<file path="src/rtl/hilo_div_sequencer.sv">
// Purpose : sequences the iterative divider (load/step/fix) and guards HILO against hazards in EX.
// Latency : accept at T -> div_step T+1..T+DIV_CYCLES, div_fix T+DIV_CYCLES+1 (signed only), hilo_we next.
// Backpr. : never stalls itself once a divide is accepted; requests muldiv_stall for any HILO user while busy.
//
// Ports
//   clock, reset              core clock (rising edge), async active-low reset
//   ex_div_req/_signed        DIV/DIVU present in EX, 1 = signed
//   ex_divisor_zero           divisor operand is zero (divide is dropped, HILO left alone)
//   ex_hilo_access            non-divide HILO reader/writer in EX
//   ex_stall, ex_flush        EX held / killed by another source; only gate the accept
//   div_load                  combinational operand load strobe
//   div_step, div_fix         registered divider controls
//   div_signed                operation type captured at accept
//   hilo_we                   registered HILO commit strobe
//   div_busy                  sequencer not idle
//   muldiv_stall              combinational stall request to the pipeline
module hilo_div_sequencer #(
  parameter int DIV_CYCLES = 32,
  parameter int CNT_W      = 6
) (
  input  logic clock,
  input  logic reset,
  input  logic ex_div_req,
  input  logic ex_div_signed,
  input  logic ex_divisor_zero,
  input  logic ex_hilo_access,
  input  logic ex_stall,
  input  logic ex_flush,
  output logic div_load,
  output logic div_step,
  output logic div_fix,
  output logic div_signed,
  output logic hilo_we,
  output logic div_busy,
  output logic muldiv_stall
);

  // One-hot style encoding: every registered control output is a single
  // state flop, so they come straight off a register with no decode glitches.
  typedef enum logic [2:0] {
    S_IDLE   = 3'b000,
    S_ITER   = 3'b001,
    S_FIX    = 3'b010,
    S_COMMIT = 3'b100
  } state_t;

  localparam logic [CNT_W-1:0] LP_LAST = CNT_W'(DIV_CYCLES - 1);

  state_t           r_state;
  state_t           w_state_nxt;
  logic [CNT_W-1:0] r_count;
  logic [CNT_W-1:0] w_count_nxt;
  logic             r_div_signed;
  logic             w_accept;

  // ex_stall/ex_flush only gate the accept; they never feed muldiv_stall,
  // which keeps the pipeline stall network free of combinational loops.
  assign w_accept = (r_state == S_IDLE) & ex_div_req & ~ex_stall & ~ex_flush;

  always_comb begin
    w_state_nxt = r_state;
    w_count_nxt = r_count;
    case (r_state)
      S_IDLE: begin
        // A zero divisor is accepted (operands loaded) but never iterated,
        // so HILO keeps its old value.
        if (w_accept && !ex_divisor_zero) begin
          w_state_nxt = S_ITER;
          w_count_nxt = LP_LAST;
        end
      end
      S_ITER: begin
        w_count_nxt = r_count - 1'b1;
        if (r_count == '0) begin
          w_count_nxt = '0;
          w_state_nxt = r_div_signed ? S_FIX : S_COMMIT;
        end
      end
      S_FIX:    w_state_nxt = S_COMMIT;
      S_COMMIT: w_state_nxt = S_IDLE;
      default: begin
        w_state_nxt = S_IDLE;
        w_count_nxt = '0;
      end
    endcase
  end

  always_ff @(posedge clock or negedge reset) begin
    if (!reset) begin
      r_state      <= S_IDLE;
      r_count      <= '0;
      r_div_signed <= 1'b0;
    end else begin
      r_state <= w_state_nxt;
      r_count <= w_count_nxt;
      if (w_accept) begin
        r_div_signed <= ex_div_signed;
      end
    end
  end

  assign div_load   = w_accept;
  assign div_step   = r_state[0];
  assign div_fix    = r_state[1];
  assign hilo_we    = r_state[2];
  assign div_signed = r_div_signed;
  assign div_busy   = (r_state != S_IDLE);

  // Holds through COMMIT so the waiting op sees the committed HILO in the
  // first IDLE cycle; also blocks a second divide until then.
  assign muldiv_stall = div_busy & (ex_div_req | ex_hilo_access);

endmodule

</file>
<file path="config.mk">
export PLATFORM = sky130hd
export DESIGN_NAME = hilo_div_sequencer
export DESIGN_NICKNAME = d
export VERILOG_FILES = /design/src/rtl/hilo_div_sequencer.sv
export SDC_FILE = /design/constraint.sdc
export NUM_CORES = 1
export LEC_CHECK = 0
export CORE_AREA = 2 2 39 41
export CTS_BUF_LIST = sky130_fd_sc_hd__clkbuf_16
export DETAILED_ROUTE_END_ITERATION = 12
export DIE_AREA = 0 0 41 43
export PLACE_DENSITY = 0.73
export SYNTH_ARGS = -nofsm -noshare
export SYNTH_HDL_FRONTEND = slang
export SYNTH_SLANG_ARGS = --single-unit
</file>
<file path="constraint.sdc">
create_clock -name clock -period 5.9 [get_ports clock]
set_input_delay 0.885 -clock clock [delete_from_list [all_inputs] [get_ports clock]]
set_output_delay 0.885 -clock clock [all_outputs]
set_load 0.02 [all_outputs]
</file>
**Yosys cells after proc, flatten, opt, wreduce, memory -nomap -nowiden**

Cells that the tools add are included.
Widths: inputs -> output; s select.

- Register bits after elaboration: 10
- Input port bits: 8
- Output and inout bits: 7
- Logic and storage cells: 32

- Add/sub/neg operators: 1
- Equality and inequality tests: 5
- Muxes and demuxes: 7
- Bitwise gates (word level): 8
- Reduce and logical (&&, ||, !) cells: 8

Operators with widths:

| kind | count |
|---|---|
| $pmux 6 s3 | 1 |
| $mux 6 | 2 |
| $mux 3 | 3 |
| $pmux 3 s3 | 1 |
| $logic_not 6->1 | 1 |
| $sub 6x1->6 const B | 1 |
| $and 1x1->1 | 4 |
| $reduce_and 2->1 | 2 |
| $eq 3x1->1 const B | 1 |
| $eq 3x2->1 const B | 1 |
| $eq 3x3->1 const B | 1 |
| $logic_not 3->1 | 1 |
| $not 1->1 | 3 |
| $reduce_bool 3->1 | 1 |
| $ne 2x1->1 const B | 1 |
| $ne 2x2->1 const B | 1 |
| $reduce_or 2->1 | 1 |
| $logic_and 1x1->1 | 1 |
| $logic_not 1->1 | 1 |
| $or 1x1->1 | 1 |

**Logic depth before layout (Yosys ltp)**

Gate-level depths: netlist (run 1).

- Depth after elaboration: 7
- Depth in mapped cells: 6
- Mapped depth without buffers: 6

**Least setup slack after synthesis (run 1)**

No wires, ideal clock.

- Path type: input to output
- Start point: input ex_stall
- End point: output div_load
- Arrival time: 1.704 ns
- Required time: 5.015 ns
- Path slack: 3.311 ns
- Cell stages on the path: 2
- Buffers on the path: 0
- Path through: or3b_2 > nor2_1

- Word-level cells in the longest chain between the ends: 3

RTL lines:

| what | line | RTL |
|---|---|---|
| start: declaration | 27 | `input logic ex_stall,` |
| $not 1->1 | 58 | `assign w_accept = (r_state == S_IDLE) & ex_div_req & ~ex_stall & ~ex_flush;` |
| $and 1x1->1 (2 in series) | 58 |  |
| end: declaration | 29 | `output logic div_load,` |

No other way between the ends.

**Final worst setup path (run 1)**

- Start point: input ex_div_req
- End point: output div_load

- Word-level cells in the longest chain between the ends: 3

RTL lines:

| what | line | RTL |
|---|---|---|
| start: declaration | 23 | `input logic ex_div_req,` |
| $and 1x1->1 (3 in series) | 58 |  |

No other way between the ends.

==> out/metrics.yaml, run 1 <==
whs_ns: 0.531
worstSetupPathType: "in2out"
cap_violations: 0
dr_total_vias: 491
track_usage: 0.163
rsz0062_at_grt: "no"
finalHoldViolations: 0
multi_input_area_sq_um: 278
power_density_nw_per_um2: 529
viasPerCell: 5.52
layout.nets: 84
die_h_microns: 43
critPathCaptureType: "primary output"
slew_headroom: 0.543
cts.htree.levels: 1
cts_root_buf: "clkbuf_16"
io_buffers: 14
syn_area_sq_um: 536
initial_core_util: 0.387
min_period_over_period: 0.595
clock_latency_ns: 0.23
synth-seq-cells: 10
finalSetupViolCount: 0
die_x_microns: 41
startpoint: "ex_div_req"
cellInternalPower_mw: 0.264
synth.top_cells.by_area: "dfrtp_1, nor2_1, a21oi_1"
path_clk_slew_ns: 0.04
antenna_cells: 0
synth.avg_cell_area_sq_um: 9.74
yosysUniqueCellTypes: 22
grt_max_degree: 11
netSwitchingFraction: 0.355
final_layout_size_suffix_gt1_frac: 0.0959
dp_hpwl_microns: 902
wl_per_cell_microns: 13.4
overflow: 0
antenna_found_initial: 0
cp.arrival_ns: 2.62
met1_length_microns: 486
dp_slack_ns: 2.38
core-area_sq_um: 1380
yosys.area.top_type_share: 0.467
synthCells: 55
synthesis.nets: 65
routed_wl_microns: 1200
wl_met2_microns: 618
status: "complete, no violations"
hp-start: "r_state[2]"
yosysWarnings: 0
num_rows: 14
min_period_ns: 3.51
pwr-share-clk: 0.290
cts_buffers: 3
ctsHoldBuffers: 0
hp-class: "reg2reg"
skew_ns: 0.00238
ctsResizeCount: 0
grt_pass1_vias: 445
power_mw: 0.410
slew_violations: 0
cts.sinks: 10
worst-endpoint-required_ns: 5.02
switchingPower_mw: 0.145
gp_congestion: 0.768
route.detailed.drc: 0
routed.top_layer: "met4"
die_area_sq_um: 1760
postCtsSetupRepairBufs: 0
yosysTopAreaCell: "dfrtp_1"
nFillCells: 133
drt_iter0_drc: 3
start_kind: "primary input"
area_delta_synth_final_pct: 44.6
power_frac_seq: 0.310
fmax_ghz: 0.285
clockBufferDepth: 2
grt_pass1_wl_microns: 1900
io_pins: 15
pwr-share-comb: 0.400
crit_fanout: 3
ant_nets: 0
setup_ws_ns: 2.39
worst_pin_slew_ns: 0.685
yosysSeqAreaShare: 0.467
tns_ns: 0
r2r-start: "r_count[0]"
drtPass1Iterations: 4
irDropWorstVdd_mv: 0.257
wl_met3_microns: 84
leakage_nw: 0.327
layout.area.seq_sq_um: 250
tritoncts: "built"
[layer usage]
| metal | vias up | global-route usage |
|---|---|---|
| li1 | 245 | - |
| met1 | 229 | 0.201 |
| met2 | 15 | 0.256 |
| met3 | 2 | 0.0157 |
| met4 | 0 | 0.100 |
| met5 | - | 0 |
[logic make-up after synthesis]
family                   Yosys count  synth area share
flip-flops                        10             0.467
AND/OR/NAND/NOR                   22             0.234
multiplexers                       1            0.0210
buffers and inverters              2            0.0140
AO/OA/AOI/OAI                     18             0.217
adder cells (fa/ha/maj)            2            0.0467
[worst paths after layout]
path,depth (start not counted),slack [ns],endpoint
hold / removal,1,0.53,r_state[2]
max in group asynchronous,1,4.61,r_count[5]
min in group asynchronous,1,0.97,r_state[1]
setup / recovery,4,2.39,div_load
setup reg to reg,6,3.86,r_count[3]
hold reg to reg,1,0.53,r_state[2]
[sequential cells by signal, summed over array words and instances, names as in the netlist]
signal / cells
r_state: 3
r_count: 6
div_signed: 1
[synthesized netlist by cell type]
cell type	instances
or4b_1	1
or3b_1	1
o22a_1	2
inv_1	2
or4_2	2
or3b_2	1
o21a_1	1
dfrtp_1	10
o41a_1	1
a21oi_1	5
nor2_1	7
o21ai_0	5
mux2_2	1
nand2_1	4
or3_1	3
nand2b_1	1
nor4_1	1
o211ai_1	2
nor3b_1	1
o31ai_1	1
a21o_1	1
ha_1	2
[power by group through the flow]
stage	combinational (mW)	clock, mW	sequential, mW
5_1_grt	0.186	0.124	0.133
3_3_place_gp	0.160	0	0.126
2_1_floorplan	0.100	0	0.129
4_1_cts	0.165	0.120	0.127
3_5_place_dp	0.165	0	0.127
6_report	0.164	0.119	0.127
[cell usage in the layout, fill, tap and decap left out, drive strengths merged, types with 3 or more instances in the layout]
cell type       n
clkdlybuf4s50  14
dfrtp          10
nor2            7
a21oi           5
o21ai           5
nand2           4
or3             3
clkbuf          3
[final cells by class]
cell class / instances / area share
timing repair buffer: 14 / 0.181
sequential: 10 / 0.323
multi-input combinational: 43 / 0.359
tap: 16 / 0.0258
clock inverter: 1 / 0.00485
inverter: 2 / 0.00969
clock buffer: 3 / 0.0969
[worst max-delay path, stage by stage]
cell and delay [ns]:
clkdlybuf4s50_1 0.47, or3b_2 0.48, nor2_1 0.16, clkdlybuf4s50_1 0.63
[through the flow]
| step | util | std cells | area [sq um] |
|---|---|---|---|
| final | 0.560 | 89 | 774 |
| after global routing | 0.560 | 89 | 774 |
| after CTS | 0.560 | 89 | 774 |
| after detailed placement | 0.503 | 85 | 696 |
| after global placement | 0.503 | 85 | 696 |
| after floorplan | - | 55 | 536 |
Note: power is estimated with default switching activity, not from simulation.
==> inputs of run 2 (changes only) <==
--- a/config.mk
+++ b/config.mk
@@ -5,11 +5,10 @@
 export SDC_FILE = /design/constraint.sdc
 export NUM_CORES = 1
 export LEC_CHECK = 0
-export CORE_AREA = 2 2 39 41
+export CORE_UTILIZATION = 40
 export CTS_BUF_LIST = sky130_fd_sc_hd__clkbuf_16
 export DETAILED_ROUTE_END_ITERATION = 12
-export DIE_AREA = 0 0 41 43
-export PLACE_DENSITY = 0.73
+export PLACE_DENSITY = 0.75
 export SYNTH_ARGS = -nofsm -noshare
 export SYNTH_HDL_FRONTEND = slang
 export SYNTH_SLANG_ARGS = --single-unit
==> constraint.sdc (replaced) <==
create_clock -name clock -period 3 [get_ports clock]
set_input_delay 0.45 -clock clock [delete_from_list [all_inputs] [get_ports clock]]
set_output_delay 0.45 -clock clock [all_outputs]
set_load 0.02 [all_outputs]
==> run 2 against run 1 <==
Net effect: global-route usage rose by 4.7 points; sequential power rose by 96%; hold slack got worse by 0.011 ns; clock skew barely moved; via count rose by 3.5%; non-clock buffer count did not move; final cell count fell by 3.4%; critical path depth did not move; clock power rose by 93%; routed wire length rose by 5.3%.
==> out/metrics.yaml, run 2 (synthesized netlist as in run 1, its figures left out) <==
largest_reg_flops: 6  # unchanged
track_usage: 0.209  # +0.0465
min_period_over_period: 0.873
worstSetupPathType: "in2out"
cp_cell_sequence: "clkdlybuf4s50_1, or3b_2, nor2_1, clkdlybuf4s50_1"
overflow: 0  # unchanged
postCtsSetupRepairBufs: 0  # unchanged
route.detailed.drc: 0  # unchanged
power_density_nw_per_um2: 1060  # +100%
cp.arrival_ns: 2.17  # -0.45 ns
placedInstanceArea_sq_um: 693  # -0.36%
tritoncts: "built"
clock_latency_ns: 0.23  # about the same
drtPass1Iterations: 4  # unchanged
clockBufferDepth: 2  # unchanged
wl_per_cell_microns: 14.7  # +9.0%
gp_congestion: 0.778  # +1.3%
r2r_slack_ns: 0.88  # -2.98 ns
start_kind: "primary input"
slew_headroom: 0.544  # +0.000596
path_clk_slew_ns: 0.04  # about the same
critPathCaptureType: "primary output"
grt_max_degree: 11  # unchanged
die_x_microns: 38.6  # -5.9%
status: "complete, no violations"
cap_violations: 0  # unchanged
rsz0062_at_grt: "no"
worstRegToRegCells: 6  # unchanged
whs_endpoint: "r_count[0]"
slew_violations: 0  # unchanged
routed_wl_microns: 1260  # +5.3%
reg2reg_to: "r_count[2]"
drt_iter0_drc: 18  # +15
worst-endpoint-required_ns: 2.55  # -2.47 ns
finalHoldViolations: 0  # unchanged
fmax_ghz: 0.382
layout.nets: 84  # unchanged
hp-start: "r_count[0]"
slowest_stage: "clkdlybuf4s50_1"
dp_hpwl_microns: 869  # -3.6%
antenna_cells: 0  # unchanged
holdPathStages: 1  # unchanged
r2r-start: "r_count[0]"
leakage_nw: 0.325  # -0.48%
ctsResizeCount: 0  # unchanged
layout_commonest_cell: "clkdlybuf4s50_1"
whs_ns: 0.520  # -0.0109 ns
cts_root_buf: "clkbuf_16"
irDropWorstVdd_mv: 0.531  # +110%
die_h_microns: 38.6  # -10%
nFillCells: 105  # -21%
grt_pass1_wl_microns: 1980  # +4.4%
skew_ns: 0.00196  # -0.000414 ns
core-area_sq_um: 1170  # -15%
finalSetupViolCount: 0  # unchanged
regMostFlops: "r_count"
ant_nets: 0  # unchanged
final_layout_size_suffix_gt1_frac: 0.0972  # +0.00133
cts.sinks: 10  # unchanged
tns_ns: 0  # unchanged
final_area_sq_um: 768  # -0.81%
min_period_ns: 2.62
die_area_sq_um: 1490  # -16%
grt_pass1_vias: 476  # +7.0%
hp-class: "reg2reg"
io_pins: 15  # unchanged
viasPerCell: 5.91  # +7.1%
slowest_delay_ns: 0.62  # about the same
io_buffers: 14  # unchanged
crit_path_frequent_cell: "clkdlybuf4s50_1"
final_cell_mix: "clkdlybuf4s50_1, dfrtp_1, nor2_1"
cts_buffers: 3  # unchanged
antenna_found_initial: 0  # unchanged
worst_pin_slew_ns: 0.684  # -0.000895 ns
ctsHoldBuffers: 0  # unchanged
cts.htree.levels: 1  # unchanged
dr_total_vias: 508  # +3.5%
crit_fanout: 3  # unchanged
initial_core_util: 0.457  # +0.0703
area_delta_synth_final_pct: 43.5
num_rows: 12  # -2
==> run 2: how the worst max path moves through the flow <==
| stage | from | to | depth (start not counted) |
|---|---|---|---|
| final | ex_div_req | div_load | 4 |
| after global routing | ex_div_req | div_load | 4 |
| after CTS | ex_div_req | div_load | 4 |
| after detailed placement | ex_div_req | div_load | 4 |
| after global placement | ex_div_req | div_load | 4 |
| after floorplan | r_state[1] | div_signed | 3 |
==> run 2: routing by layer <==
| layer | up-vias | GRT usage | part of all wire |
|---|---|---|---|
| met2 | 17 | 0.308 | 0.50 |
| met5 | - | 0 | 0 |
| met4 | 0 | 0.129 | 0.018 |
| li1 | 241 | - | - |
| met1 | 246 | 0.246 | 0.42 |
| met3 | 4 | 0.0925 | 0.063 |
==> run 2: cell type report <==
type | instances | area, sq um | area share
Multi-Input combinational cell | 43 | 278 | 0.362
Tap cell | 14 | 17.5 | 0.0228
Inverter | 2 | 7.51 | 0.00977
Clock buffer | 3 | 75.1 | 0.0977
Sequential cell | 10 | 250 | 0.326
Timing Repair Buffer | 14 | 140 | 0.182
==> run 2: through the flow <==
step | cells | utilization | total power [mW] | worst slack (ns)
5_1_grt | 86 | 0.656 | 0.867 | 0.322
3_3_place_gp | 83 | 0.592 | 0.563 | 0.392
6_report | 86 | 0.656 | 0.812 | 0.380
3_5_place_dp | 83 | 0.592 | 0.577 | 0.384
4_1_cts | 86 | 0.656 | 0.815 | 0.380
2_1_floorplan | 55 | - | 0.451 | 1.10
==> run 2: critical path, delay by kind of cell <==
kind	cells	cell delay [ns]
buf+inv	2	1.09
simple gates	2	0.63
==> run 2: where the power goes <==
part	total (mW)	switching (mW)	leakage, nW	internal [mW]
Clock	0.230	0.0578	0.0370	0.172
Combinational	0.332	0.175	0.163	0.157
Sequential	0.249	0.0596	0.126	0.190
Total	0.812	0.293	0.325	0.519
